### src/rtl/shared_llq_pkg.sv
// Shared helpers for the shared_llq linked-list multi-queue FIFO:
// pointer/select width helpers and the reset free-chain link function.
package shared_llq_pkg;

    function automatic int ptr_width(input int depth);
        return $clog2(depth);
    endfunction

    function automatic int sel_width(input int n);
        return (n > 1) ? $clog2(n) : 1;
    endfunction

    // Reset free chain: every slot links to its successor; the last link is never followed.
    function automatic int reset_link(input int slot, input int depth);
        return (slot + 1) % depth;
    endfunction

endpackage

### src/rtl/llq_free_list.sv
// Linked free list for shared_llq: allocates from fhead, appends released
// slots at ftail, and tracks how many entries are free.
module llq_free_list
    import shared_llq_pkg::*;
#(
    parameter int DEPTH     = 4,
    parameter int PTR_WIDTH = ptr_width(DEPTH)
) (
    input  logic                 clk,
    input  logic                 rst,
    input  logic                 alloc,
    input  logic                 rel,
    input  logic [PTR_WIDTH-1:0] rel_ptr,
    output logic [PTR_WIDTH-1:0] fhead,
    output logic [PTR_WIDTH:0]   free_count
);
    typedef logic [PTR_WIDTH-1:0] ptr_t;
    typedef logic [PTR_WIDTH:0]   cnt_t;

    ptr_t fnext [DEPTH];
    ptr_t ftail;

    always_ff @(posedge clk) begin
        if (rst) begin
            fhead      <= '0;
            ftail      <= ptr_t'(DEPTH - 1);
            free_count <= cnt_t'(DEPTH);
            // NOTE: this link array is reset because the free chain must exist from the first
            // cycle; the data store is deliberately left unreset since no entry is live yet.
            for (int i = 0; i < DEPTH; i++) fnext[i] <= ptr_t'(reset_link(i, DEPTH));
        end else if (alloc && rel) begin
            if (free_count == cnt_t'(1)) begin
                // The only free slot leaves while the popped slot arrives: it becomes the whole list.
                fhead <= rel_ptr;
                ftail <= rel_ptr;
            end else begin
                fhead        <= fnext[fhead];
                fnext[ftail] <= rel_ptr;
                ftail        <= rel_ptr;
            end
        end else if (alloc) begin
            fhead      <= fnext[fhead];
            free_count <= free_count - cnt_t'(1);
        end else if (rel) begin
            if (free_count == '0) fhead <= rel_ptr;
            else                  fnext[ftail] <= rel_ptr;
            ftail      <= rel_ptr;
            free_count <= free_count + cnt_t'(1);
        end
    end

endmodule

### src/rtl/shared_llq.sv
// NUM_QUEUES linked-list queues sharing one DEPTH-entry store, with per-queue caps and
// registered pop data/error strobes. Define SHARED_LLQ_ASSERT_EN to enable ghost checks.
module shared_llq
    import shared_llq_pkg::*;
#(
    parameter int WIDTH      = 4,
    parameter int DEPTH      = 4,
    parameter int NUM_QUEUES = 2,
    parameter int QCAP       = DEPTH,
    parameter int PTR_WIDTH  = ptr_width(DEPTH),
    parameter int SEL_WIDTH  = sel_width(NUM_QUEUES)
) (
    input  logic                  clk,
    input  logic                  rst,
    input  logic                  push,
    input  logic [SEL_WIDTH-1:0]  push_sel,
    input  logic [WIDTH-1:0]      data_in,
    input  logic                  pop,
    input  logic [SEL_WIDTH-1:0]  pop_sel,
    output logic [WIDTH-1:0]      data_out,
    output logic                  data_out_vld,
    output logic                  push_err,
    output logic                  pop_err,
    output logic                  full,
    output logic [NUM_QUEUES-1:0] empty,
    output logic [NUM_QUEUES-1:0] qfull,
    output logic [PTR_WIDTH:0]    free_count
);
    localparam int SEL_SPAN = 1 << SEL_WIDTH;
    typedef logic [PTR_WIDTH-1:0] ptr_t;
    typedef logic [PTR_WIDTH:0]   cnt_t;

    logic [WIDTH-1:0] data_mem [DEPTH];
    ptr_t             next_mem [DEPTH];
    ptr_t             head     [NUM_QUEUES];
    ptr_t             tail     [NUM_QUEUES];
    cnt_t             count    [NUM_QUEUES];

    ptr_t                  fhead;
    ptr_t                  push_tail, pop_head;
    cnt_t                  push_cnt;
    logic                  push_ok, pop_ok;
    logic [NUM_QUEUES-1:0] push_hit, pop_hit;
    logic [SEL_SPAN-1:0]   empty_x, qfull_x;

    always_comb begin
        for (int q = 0; q < NUM_QUEUES; q++) begin
            empty[q] = (count[q] == '0);
            qfull[q] = (count[q] == cnt_t'(QCAP));
        end
    end

    assign full = (free_count == '0);

    // Selects beyond NUM_QUEUES read as empty and capped, so they are always rejected.
    always_comb begin
        // NOTE: every variable gets a default first so no path leaves it unassigned (no latch).
        empty_x   = '1;
        qfull_x   = '1;
        push_tail = '0;
        push_cnt  = '0;
        pop_head  = '0;
        for (int q = 0; q < NUM_QUEUES; q++) begin
            empty_x[q] = empty[q];
            qfull_x[q] = qfull[q];
            if (push_sel == SEL_WIDTH'(q)) begin
                push_tail = tail[q];
                push_cnt  = count[q];
            end
            if (pop_sel == SEL_WIDTH'(q)) pop_head = head[q];
        end
        push_ok = push && !full && !qfull_x[push_sel];
        pop_ok  = pop && !empty_x[pop_sel];
        for (int q = 0; q < NUM_QUEUES; q++) begin
            push_hit[q] = push_ok && (push_sel == SEL_WIDTH'(q));
            pop_hit[q]  = pop_ok && (pop_sel == SEL_WIDTH'(q));
        end
    end

    llq_free_list #(.DEPTH(DEPTH), .PTR_WIDTH(PTR_WIDTH)) u_free (
        .clk       (clk),
        .rst       (rst),
        .alloc     (push_ok),
        .rel       (pop_ok),
        .rel_ptr   (pop_head),
        .fhead     (fhead),
        .free_count(free_count)
    );

    always_ff @(posedge clk) begin
        if (rst) begin
            data_out     <= '0;
            data_out_vld <= 1'b0;
            push_err     <= 1'b0;
            pop_err      <= 1'b0;
            for (int q = 0; q < NUM_QUEUES; q++) begin
                head[q]  <= '0;
                tail[q]  <= '0;
                count[q] <= '0;
            end
        end else begin
            data_out_vld <= pop_ok;
            push_err     <= push && !push_ok;
            pop_err      <= pop && !pop_ok;
            if (pop_ok) data_out <= data_mem[pop_head];
            for (int q = 0; q < NUM_QUEUES; q++) begin
                if (pop_hit[q]) head[q] <= next_mem[head[q]];
                if (push_hit[q]) begin
                    tail[q] <= fhead;
                    // Pushed slot becomes head when the queue is, or is about to become, empty.
                    if (count[q] == '0 || (pop_hit[q] && count[q] == cnt_t'(1))) head[q] <= fhead;
                end
                count[q] <= count[q] + cnt_t'(push_hit[q]) - cnt_t'(pop_hit[q]);
            end
        end
    end

    always_ff @(posedge clk) begin
        if (push_ok) begin
            data_mem[fhead] <= data_in;
            if (push_cnt != '0) next_mem[push_tail] <= fhead;
        end
    end

`ifdef SHARED_LLQ_ASSERT_EN
    cnt_t prev_count [NUM_QUEUES];
    ptr_t prev_head  [NUM_QUEUES];
    ptr_t prev_tail  [NUM_QUEUES];
    cnt_t prev_free;
    logic prev_quiet;

    always_ff @(posedge clk) begin
        prev_count <= count;
        prev_head  <= head;
        prev_tail  <= tail;
        prev_free  <= free_count;
        prev_quiet <= !rst && !push_ok && !pop_ok;
    end

    always @(posedge clk) begin
        if (!rst) begin : ghost
            int   total;
            int   seen [DEPTH];
            ptr_t p;
            total = int'(free_count);
            for (int i = 0; i < DEPTH; i++) seen[i] = 0;
            for (int q = 0; q < NUM_QUEUES; q++) begin
                total += int'(count[q]);
                assert (empty[q] == (count[q] == '0)) else $error("empty/count disagree q%0d", q);
                p = head[q];
                for (int k = 0; k < int'(count[q]); k++) begin
                    seen[p]++;
                    if (k == int'(count[q]) - 1) assert (p == tail[q]) else $error("queue %0d walk misses tail", q);
                    p = next_mem[p];
                end
                if (prev_quiet) begin
                    assert (count[q] == prev_count[q] && head[q] == prev_head[q] && tail[q] == prev_tail[q])
                        else $error("queue %0d changed without an accepted request", q);
                end
            end
            assert (total == DEPTH) else $error("free_count + counts = %0d", total);
            p = u_free.fhead;
            for (int k = 0; k < int'(free_count); k++) begin
                seen[p]++;
                if (k == int'(free_count) - 1) assert (p == u_free.ftail) else $error("free walk misses ftail");
                p = u_free.fnext[p];
            end
            for (int i = 0; i < DEPTH; i++) assert (seen[i] == 1) else $error("slot %0d on %0d lists", i, seen[i]);
            if (prev_quiet) assert (free_count == prev_free) else $error("free_count changed while idle");
        end
    end
`endif

endmodule

### config.mk
export PLATFORM = sky130hd
export DESIGN_NAME = shared_llq
export DESIGN_NICKNAME = d
export VERILOG_FILES = /design/src/rtl/shared_llq_pkg.sv /design/src/rtl/llq_free_list.sv /design/src/rtl/shared_llq.sv
export SDC_FILE = /design/constraint.sdc
export NUM_CORES = 1
export LEC_CHECK = 0
export ABC_AREA = 1
export ABC_CLOCK_PERIOD_IN_PS = 2600
export CAP_MARGIN = 10
export CORE_UTILIZATION = 63
export DETAILED_ROUTE_END_ITERATION = 8
export DONT_BUFFER_PORTS = 1
export PLACE_DENSITY = 0.79
export SYNTH_ARGS = -nofsm -noshare
export SYNTH_HDL_FRONTEND = slang
export SYNTH_SLANG_ARGS = --single-unit
### constraint.sdc
create_clock -name clk -period 2.6 [get_ports clk]
set_clock_uncertainty 0.2 [all_clocks]
set_input_delay 0 -clock clk [delete_from_list [all_inputs] [get_ports clk]]
set_output_delay 0 -clock clk [all_outputs]
set_load 0.1 [all_outputs]
==> impl_metrics.tcl, run 1 <==
set metrics [dict create \
    clk_root_buffer_cell "clkbuf_8" \
    dpl.hpwl_um 4557 \
    grt_overflow 0 \
    ys_types 39 \
    fillers 348 \
    async_reset_ff_share_pct 0 \
    setup.worst_path.end "count[0][3]$_SDFF_PP0_" \
    synth_nets 382 \
    synthXorXnorAreaFrac_pct 1.095 \
    ys_ff_latch 62 \
    power_leakage_nw 1.650 \
    crit_path_cell_trace "nor2_1, nand2_1, nand2_1, nor2_1, ha_1, inv_1, ha_1, inv_1, nor2_1, dlygate4sd3_1" \
    cts_buffer_depth 2 \
    synthFlopType "edfxtp_1" \
    placed_area_sq_mm 0.003422 \
    routed_via_density 5.395 \
    first_global_vias 2310 \
    setup_viol 0 \
    wl_per_cell_um 14.52 \
    path_common_cell "nor2_1" \
    pre_cts_ws_ns 0.3478 \
    die_w_um 73.25 \
    slew_headroom_pct 37.70 \
    synth_fa_ha_area_share_pct 5.164 \
    r2r_end "count[0][3]$_SDFF_PP0_" \
    num_rows 25 \
    antenna_found_initial 0 \
    first_pass_iters 5 \
    synth-compound-area-share_pct 9.664 \
    postSynthCellCount 360 \
    nets 413 \
    crit_path_max_incr_delay_ns 0.56 \
    critPathArrivalTime_ns 2.38 \
    io_buffers 0 \
    reg2reg_depth 10 \
    synth_top_area_share_pct 37.56 \
    setup_slack_ns 0.2443 \
    final_cell_area_sq_mm 0.003720 \
    yosys.area_share.simple_pct 23.98 \
    yosysSeqAreaShare_pct 51.33 \
    drc_errors 0 \
    r2r_slack_ns 0.24 \
    drt-total-wl_um 6721 \
    timing.final.hold_violations 0 \
    cts_resized 0 \
    synth_area_per_cell_sq_um 8.884 \
    die_y_um 73.25 \
    diodes 0 \
    globalplace.congestion 0.8533 \
    drive_above_1_share_pct 19.70 \
    fin_cells 463 \
    max_freq_mhz 424.5 \
    cts_sinks 62 \
    grt_pass1_wl_um 10850 \
    min_period_ns 2.356 \
    floorplan.die_area_sq_mm 0.005366 \
    synthMuxAreaShare_pct 0 \
    syn2layout_area_growth_pct 16.31 \
    grt_max_degree 27 \
    slew_viol_final 0 \
    yosys.area.top_type "edfxtp_1" \
    dr_total_vias 2498 \
    crit_start "count[0][5]$_SDFF_PP0_" \
    power_density_mw_per_mm2 1200 \
    hold_slack_ns 0.04075 \
    dp.cells 437 \
    crit_required_ns 2.63 \
    end_kind "register" \
    critPathMaxFanout 4 \
    min_path_type "primary input to register" \
    start_kind "register" \
    start_util_pct 66.39 \
    clk_latency_ns 0.34 \
    cts_hold_buf 10 \
    drv_cap 0 \
    p_total_mw 4.464 \
    grt_usage_pct 27.68 \
    top_level_ports 25 \
    irDropWorstVdd_mv 1.066 \
    utilization_pct 77.22 \
    cts_setup_buffers 0 \
    postRouteAntennaNets 0 \
    ys_warn_count 0 \
    critical_path.slowest_cell "dlygate4sd3_1" \
    rsz0062_at_grt "false" \
    synth_area_leaders "edfxtp_1 (38%), dfxtp_1 (14%), nand2_1 (7.3%), inv_1 (6.3%), nor2_1 (5.0%)" \
    status "complete, no violations" \
    worst_pin_slew_ns 0.9333 \
    finalCritPeriodShare_pct 90.60 \
    worstReg2RegStart "count[0][5]$_SDFF_PP0_" \
    clk_pin_slew_ns 0.08 \
    synth_top_family_by_area "simple AND/OR/NAND/NOR gates" \
    synth.cell_area_sq_mm 0.003198 \
    critical_path_class "register to register" \
    synth-edff-count 40 \
    cts_tree "built" \
    finalSetupTns_ns 0 \
    coreArea_sq_mm 0.004817 \
    drt_iter0_drc 211 \
    cts_max_level 3 \
    numCtsBuffers 9 \
]
[cells in the final DEF (no fill, tap or decap), types with 2 or more instances in the layout]
| master | instances |
|---|---|
| nand2_2 | 5 |
| inv_4 | 3 |
| nor2_4 | 2 |
| dfxtp_1 | 19 |
| ha_4 | 2 |
| or2_1 | 2 |
| nor2_1 | 40 |
| a31oi_1 | 4 |
| edfxtp_1 | 40 |
| xnor2_1 | 3 |
| clkbuf_8 | 9 |
| nor3_1 | 8 |
| dlygate4sd3_1 | 10 |
| a21oi_1 | 7 |
| ha_1 | 8 |
| buf_4 | 17 |
| nand3_2 | 7 |
| inv_2 | 8 |
| nand4_1 | 5 |
| inv_1 | 50 |
| nand3_1 | 19 |
| dfxtp_4 | 2 |
| nor2_2 | 6 |
| fa_1 | 2 |
| o21ai_0 | 23 |
| clkinv_4 | 2 |
| nand2_1 | 60 |
| o21ai_1 | 13 |
| clkinv_2 | 3 |
[critical path, delay by kind of cell, from the launching register on]
family / cells / cell delay, ns
flip-flops: 1 / 0.36
adder cells (fa/ha/maj): 2 / 0.53
AND/OR/NAND/NOR: 5 / 0.50
buffers and inverters: 3 / 0.66
[cells by family (layout without fill, tap and decap cells)]
group | count (synthesis) | in the layout
AOI/OAI and AO/OA | 54 | 54
xor gates and xnor gates | 4 | 4
adders and majority gates | 12 | 12
buffers and inverters | 69 | 105
DFF | 62 | 62
and+or+nand+nor | 159 | 159
[worst min path at each step]
stage                          start                  endpoint  slack (ns)  depth (start not counted)
after floorplan           data_in[0]  data_mem[0][0]$_DFFE_PP_       -0.10                          0
after global placement           rst    count[0][0]$_SDFF_PP0_       -0.13                          1
after detailed placement         rst    count[0][3]$_SDFF_PP0_       -0.13                          1
after CTS                        pop  data_out[2]$_SDFFE_PP0P_        0.03                          4
after global routing             pop  data_out[2]$_SDFFE_PP0P_        0.06                          4
final                            pop  data_out[1]$_SDFFE_PP0P_        0.04                          4
[metal layers]
metal  up-vias  routed length [um]  track usage [%]
met1      1166                2984            35.92
met4         0                 108            10.02
met3        11                 379            6.996
met5         -                   0                0
li1       1246                   -                -
met2        75                3249            45.06
[cell usage after synthesis, drive strengths merged (3+ instances only)]
master,number
a21oi,7
a31oi,5
buf,5
dfxtp,22
edfxtp,40
ha,10
inv,61
nand2,66
nand3,27
nand4,6
nor2,49
nor3,8
o21ai,37
xnor2,3
[registers in the layout, summed over array words and instances (netlist names), 2 cells and up, named ones only]
signal,count
count,6
data_mem,16
data_out,4
head,4
next_mem,8
tail,4
u_free.fhead,2
u_free.fnext,8
u_free.free_count,3
u_free.ftail,2
[layout make-up]
type	instances	area (sq um)	area share [%]
sequential	62	1650	44.37
multi-input combinational	229	1319	35.45
inverter	62	241.5	6.492
timing repair buffer	27	227.7	6.122
clock buffer	9	123.9	3.330
tap	67	83.83	2.254
clock inverter	7	73.82	1.985
[power by group]
part | switching, mW | internal [mW] | total (mW)
Combinational | 1.49 | 0.579 | 2.07
Clock | 0.401 | 0.445 | 0.846
Sequential | 0.247 | 1.31 | 1.55
Note: power is estimated with default switching activity, not from simulation.
==> run 2, diff against run 1 <==
Settings changed: CORE_MARGIN from default to 2, CORE_UTILIZATION 63 to 50, PLACE_DENSITY 0.79 to default.
==> run 2 against run 1 <==
Flip-flop and latch count unchanged. Sequential share of layout area fell by 0.13 points. Combinational power hardly changed. Non-clock buffer count unchanged. Critical endpoint is now count[0][0]$_SDFF_PP0_. Fmax grew 0.63%. Critical path depth unchanged.
==> impl_metrics.tcl, run 2 (same netlist as run 1, synthesis figures left out) <==
set metrics [dict create \
    status "complete, no violations" \
    slew_headroom_pct 37.32 \
    cts_sinks 62 \
    finalSetupTns_ns 0 \
    dr_total_vias 2367 \
    cts_max_level 3 \
    grt_pass1_wl_um 10650 \
    wl_per_cell_um 13.51 \
    critical_path.slowest_cell "dlygate4sd3_1" \
    critPathTopFamily "buffers and inverters" \
    diodes 0 \
    busiest_layer "met2" \
    largest_reg_flops 16 \
    postRouteAntennaNets 0 \
    dpl.hpwl_um 4667 \
    die_y_um 83.98 \
    first_global_vias 2275 \
    max_flop_register "data_mem" \
    power_leakage_nw 1.646 \
    critPathArrivalTime_ns 2.37 \
    routed_via_density 5.004 \
    hold_slack_ns 0.05073 \
    drv_cap 0 \
    globalplace.congestion 0.8175 \
    start_kind "register" \
    irDropWorstVdd_mv 0.7299 \
    drc_errors 0 \
    end_kind "register" \
    cts_buffer_depth 2 \
    crit_required_ns 2.63 \
    p_sw_mw 2.094 \
    clk_root_buffer_cell "clkbuf_8" \
    placed_area_sq_mm 0.003435 \
    start_util_pct 50.95 \
    floorplan.die_area_sq_mm 0.007052 \
    max_freq_mhz 427.2 \
    drt_iter0_drc 116 \
    timing.critical_path.buf_inv 3 \
    seq_area_sq_mm 0.001650 \
    grt_use_met1_pct 26.67 \
    syn2layout_area_growth_pct 16.67 \
    coreArea_sq_mm 0.006277 \
    first_pass_iters 4 \
    nets 413 \
    fillers 572 \
    power_density_mw_per_mm2 1185 \
    final_common_cell "nand2_1" \
    clk_latency_ns 0.34 \
    min_period_ns 2.341 \
    num_rows 29 \
    p_clk_share_pct 19.0 \
    critical_path_class "register to register" \
    utilization_pct 59.44 \
    critPathMaxFanout 5 \
    clk_pin_slew_ns 0.07 \
    top_level_ports 25 \
    reg.largest.list "data_mem (16), next_mem (8), u_free.fnext (8)" \
    drive_above_1_share_pct 19.70 \
    final_cell_area_sq_mm 0.003731 \
    p_total_mw 4.421 \
    setup_viol 0 \
    intPower_mw 2.327 \
    grt_usage_pct 19.74 \
    crit_path_cell_trace "nor2_2, nand2_1, nand2_1, nor2_1, ha_1, inv_1, ha_1, inv_1, nor2_1, dlygate4sd3_1" \
    rsz0062_at_grt "false" \
    min_path_type "primary input to register" \
    grt_max_degree 27 \
    io_buffers 0 \
    antenna_found_initial 0 \
    met2_usage_pct 30.11 \
    timing.final.hold_violations 0 \
    crit_path_max_incr_delay_ns 0.57 \
    seq_power_share_pct 34.8 \
    worst_pin_slew_ns 0.9389 \
    finalCritPeriodShare_pct 90.04 \
    grt_overflow 0 \
    multi_input_area_sq_mm 0.001319 \
    p_sw_share_pct 47.37 \
    numCtsBuffers 9 \
    combPwrFrac_pct 46.2 \
    slew_viol_final 0 \
    layout_common_cells "nand2_1 (60), inv_1 (50), nor2_1 (40), edfxtp_1 (40), o21ai_0 (23)" \
    use_met3_pct 5.638 \
    drt-total-wl_um 6388 \
    die_w_um 83.98 \
    cts_tree "built" \
]
run 2: layer usage:
layer	part of all wire (%)	routed length, um
met5	0	0
met4	1.2	76
met3	3.8	244
met2	45	2890
met1	50	3176
run 2: final cells by class:
type	instances	share of cell area, %
Tap cell	77	2.582
Clock inverter	7	1.945
Multi-Input combinational cell	229	35.35
Clock buffer	9	3.320
Timing Repair Buffer	27	6.103
Sequential cell	62	44.23
Inverter	62	6.472
run 2: metrics by stage:
stage | setup slack, ns | instances
detailed placement | 0.3561 | 447
global route | 0.1075 | 473
CTS | 0.2751 | 473
floorplan | -0.1864 | 360
global placement | 0.4203 | 447
finish | 0.2590 | 473
run 2: repair_timing:
action	4_1_cts	5_1_grt
endpoints found under the hold margin	72	0
hold buffers	10	0
setup buffers	0	0
endpoints found under the setup margin	0	0
resized for setup	0	0
run 2: power groups by stage:
stage | clock network (mW) | registers [mW] | logic [mW]
6_report | 0.840 | 1.54 | 2.04
5_1_grt | 0.897 | 1.57 | 2.25
4_1_cts | 0.860 | 1.54 | 2.05
3_5_place_dp | 0 | 1.56 | 2.01
3_3_place_gp | 0 | 1.56 | 1.99
2_1_floorplan | 0 | 1.79 | 1.36
run 2: path summary, 6_finish.rpt:
path                            start                  endpoint  slack, ns  depth (start not counted)
max            count[0][2]$_SDFF_PP0_    count[0][0]$_SDFF_PP0_       0.26                         10
min                               pop  head[0][1]$_SDFFCE_PN0P_       0.05                          4
max reg2reg    count[0][2]$_SDFF_PP0_    count[0][0]$_SDFF_PP0_       0.26                         10
min reg2reg  data_out[3]$_SDFFE_PP0P_  data_out[3]$_SDFFE_PP0P_       0.33                          2
run 2: tightest hold or removal path, cell delays in order:
cell and delay, ns:
inv_1 0.10, nor2_1 0.09, nand2_1 0.09, nand3_1 0.13
==> run 3, diff against run 2 <==
Settings changed: ABC_CLOCK_PERIOD_IN_PS 2600 to 2440, CORE_MARGIN 2 to default, CTS_CLUSTER_DIAMETER from default to 60.
Clock period 2.6 ns to 2.44 ns, I/O delays scaled along.
==> run 3 against run 2 <==
Flip-flop and latch count did not move. Count of clock-buffer cells in the layout rose by 4. Worst setup slack got worse by 0.14 ns. Design area rose by 0.60%. Total power rose by 7.6%. Sequential power rose by 6%. Core utilization rose by 2.5 points. Critical path depth rose by 3. Clock power rose by 8.7%. Die area fell by 4.7%. Worst hold slack got worse by 0.021 ns. Fmax rose by 0.65%. Largest cell class unchanged.
==> impl_metrics.tcl, run 3 (same netlist as run 1, synthesis figures left out) <==
set metrics [dict create \
    die_y_um 81.98 \
    irDropWorstVdd_mv 0.9305 \
    wl_met1_um 3168 \
    num_rows 28 \
    utilization_pct 61.93 \
    p_total_mw 4.757 \
    grt_usage_pct 22.44 \
    antenna_found_initial 0 \
    globalplace.congestion 0.8979 \
    numCtsBuffers 9 \
    diodes 0 \
    cts_buffer_depth 2 \
    crit_required_ns 2.47 \
    nets 415 \
    rsz0062_at_grt "false" \
    setup_viol 0 \
    grt_pass1_wl_um 10580 \
    drt-total-wl_um 6462 \
    power_leakage_nw 1.662 \
    clk_latency_ns 0.34 \
    critPathMaxFanout 4 \
    fillers 539 \
    hold_slack_ns 0.02933 \
    crit_path_cell_trace "inv_4, ha_4, inv_2, nor2_4, nor2_8, nand2_1, inv_2, nand2_2, inv_1, ha_1, inv_1, nor2_1, dlygate4sd3_1" \
    largest_reg_flops 16 \
    critical_path.slowest_cell "dlygate4sd3_1" \
    min_period_ns 2.326 \
    end_kind "register" \
    first_pass_iters 4 \
    first_global_vias 2230 \
    grt_max_degree 17 \
    dpl.hpwl_um 4817 \
    cts_max_level 3 \
    finalCritPeriodShare_pct 95.32 \
    slew_headroom_pct 37.37 \
    routed_via_density 5.082 \
    clk_root_buffer_cell "clkbuf_8" \
    power_density_mw_per_mm2 1267 \
    syn2layout_area_growth_pct 17.37 \
    clk_pin_slew_ns 0.07 \
    cts_tree "built" \
    die_w_um 81.98 \
    grt_overflow 0 \
    floorplan.die_area_sq_mm 0.006720 \
    dr_total_vias 2404 \
    max_flop_register "data_mem" \
    wl_met2_um 2933 \
    drc_errors 0 \
    slew_viol_final 0 \
    top_layer "met4" \
    cts_sinks 62 \
    critPathArrivalTime_ns 2.36 \
    start_util_pct 52.77 \
    worst_pin_slew_ns 0.9381 \
    final_common_cell "nand2_1" \
    start_kind "register" \
    status "complete, no violations" \
    top_level_ports 25 \
    layout_common_cells "nand2_1 (60), inv_1 (50), nor2_1 (40), edfxtp_1 (40), o21ai_0 (23)" \
    drive_above_1_share_pct 19.60 \
    reg.largest.list "data_mem (16), next_mem (8), u_free.fnext (8)" \
    timing.final.hold_violations 0 \
    io_buffers 0 \
    crit_path_max_incr_delay_ns 0.56 \
    drt_iter0_drc 137 \
    setup_slack_ns 0.1141 \
    postRouteAntennaNets 0 \
    pre_cts_ws_ns 0.2333 \
    wl_per_cell_um 13.66 \
    min_path_type "primary input to register" \
    coreArea_sq_mm 0.006061 \
    wl_met3_um 267 \
    max_freq_mhz 429.9 \
    critical_path_class "register to register" \
    drv_cap 0 \
]
run 3: worst max-delay path, delay by kind of cell, from the launching register on:
family,cells,cell delay [ns]
AND/OR/NAND/NOR,5,0.40
adder cells (fa/ha/maj),2,0.44
flip-flops,1,0.35
buffers and inverters,6,0.82
run 3: timing repair:
item / in CTS / in global routing
gates resized for setup: 0 / 1
endpoints found under the setup margin: 0 / 1
setup buffers: 0 / 0
hold buffers: 10 / 0
hold endpoints to repair: 69 / 0
run 3: cell type report:
cell class,count,area (sq um),area share (%)
timing repair buffer,29,242.7,6.467
clock inverter,3,42.54,1.133
tap,75,93.84,2.500
inverter,62,241.5,6.433
multi-input combinational,229,1324,35.27
sequential,62,1650,43.97
clock buffer,13,158.9,4.233
run 3: per-layer routing:
| metal | GRT usage (%) | vias to the layer above |
|---|---|---|
| li1 | - | 1252 |
| met1 | 29.44 | 1111 |
| met2 | 34.38 | 32 |
| met3 | 7.333 | 9 |
| met4 | 8.421 | 0 |
| met5 | 0 | - |
run 3: path summary, 6_finish.rpt:
path,from,to,slack (ns),cells after the start
max,u_free.free_count[0]$_SDFFE_PP0P_,count[0][0]$_SDFF_PP0_,0.11,13
min,pop,data_out[0]$_SDFFE_PP0P_,0.03,4
max reg2reg,u_free.free_count[0]$_SDFFE_PP0P_,count[0][0]$_SDFF_PP0_,0.11,13
min reg2reg,data_mem[2][0]$_DFFE_PP_,data_out[0]$_SDFFE_PP0P_,0.33,2
run 3: metrics by stage:
step	TNS (ns)	std cells	area, sq um
after floorplan	-5.858	360	3252
after global placement	0	447	3447
after detailed placement	0	447	3447
after CTS	0	473	3749
after global routing	0	473	3754
final	0	473	3754
run 3: where the power goes:
group / internal [mW] / switching (mW)
Clock: 0.526 / 0.387
Sequential: 1.39 / 0.253
Combinational: 0.634 / 1.57
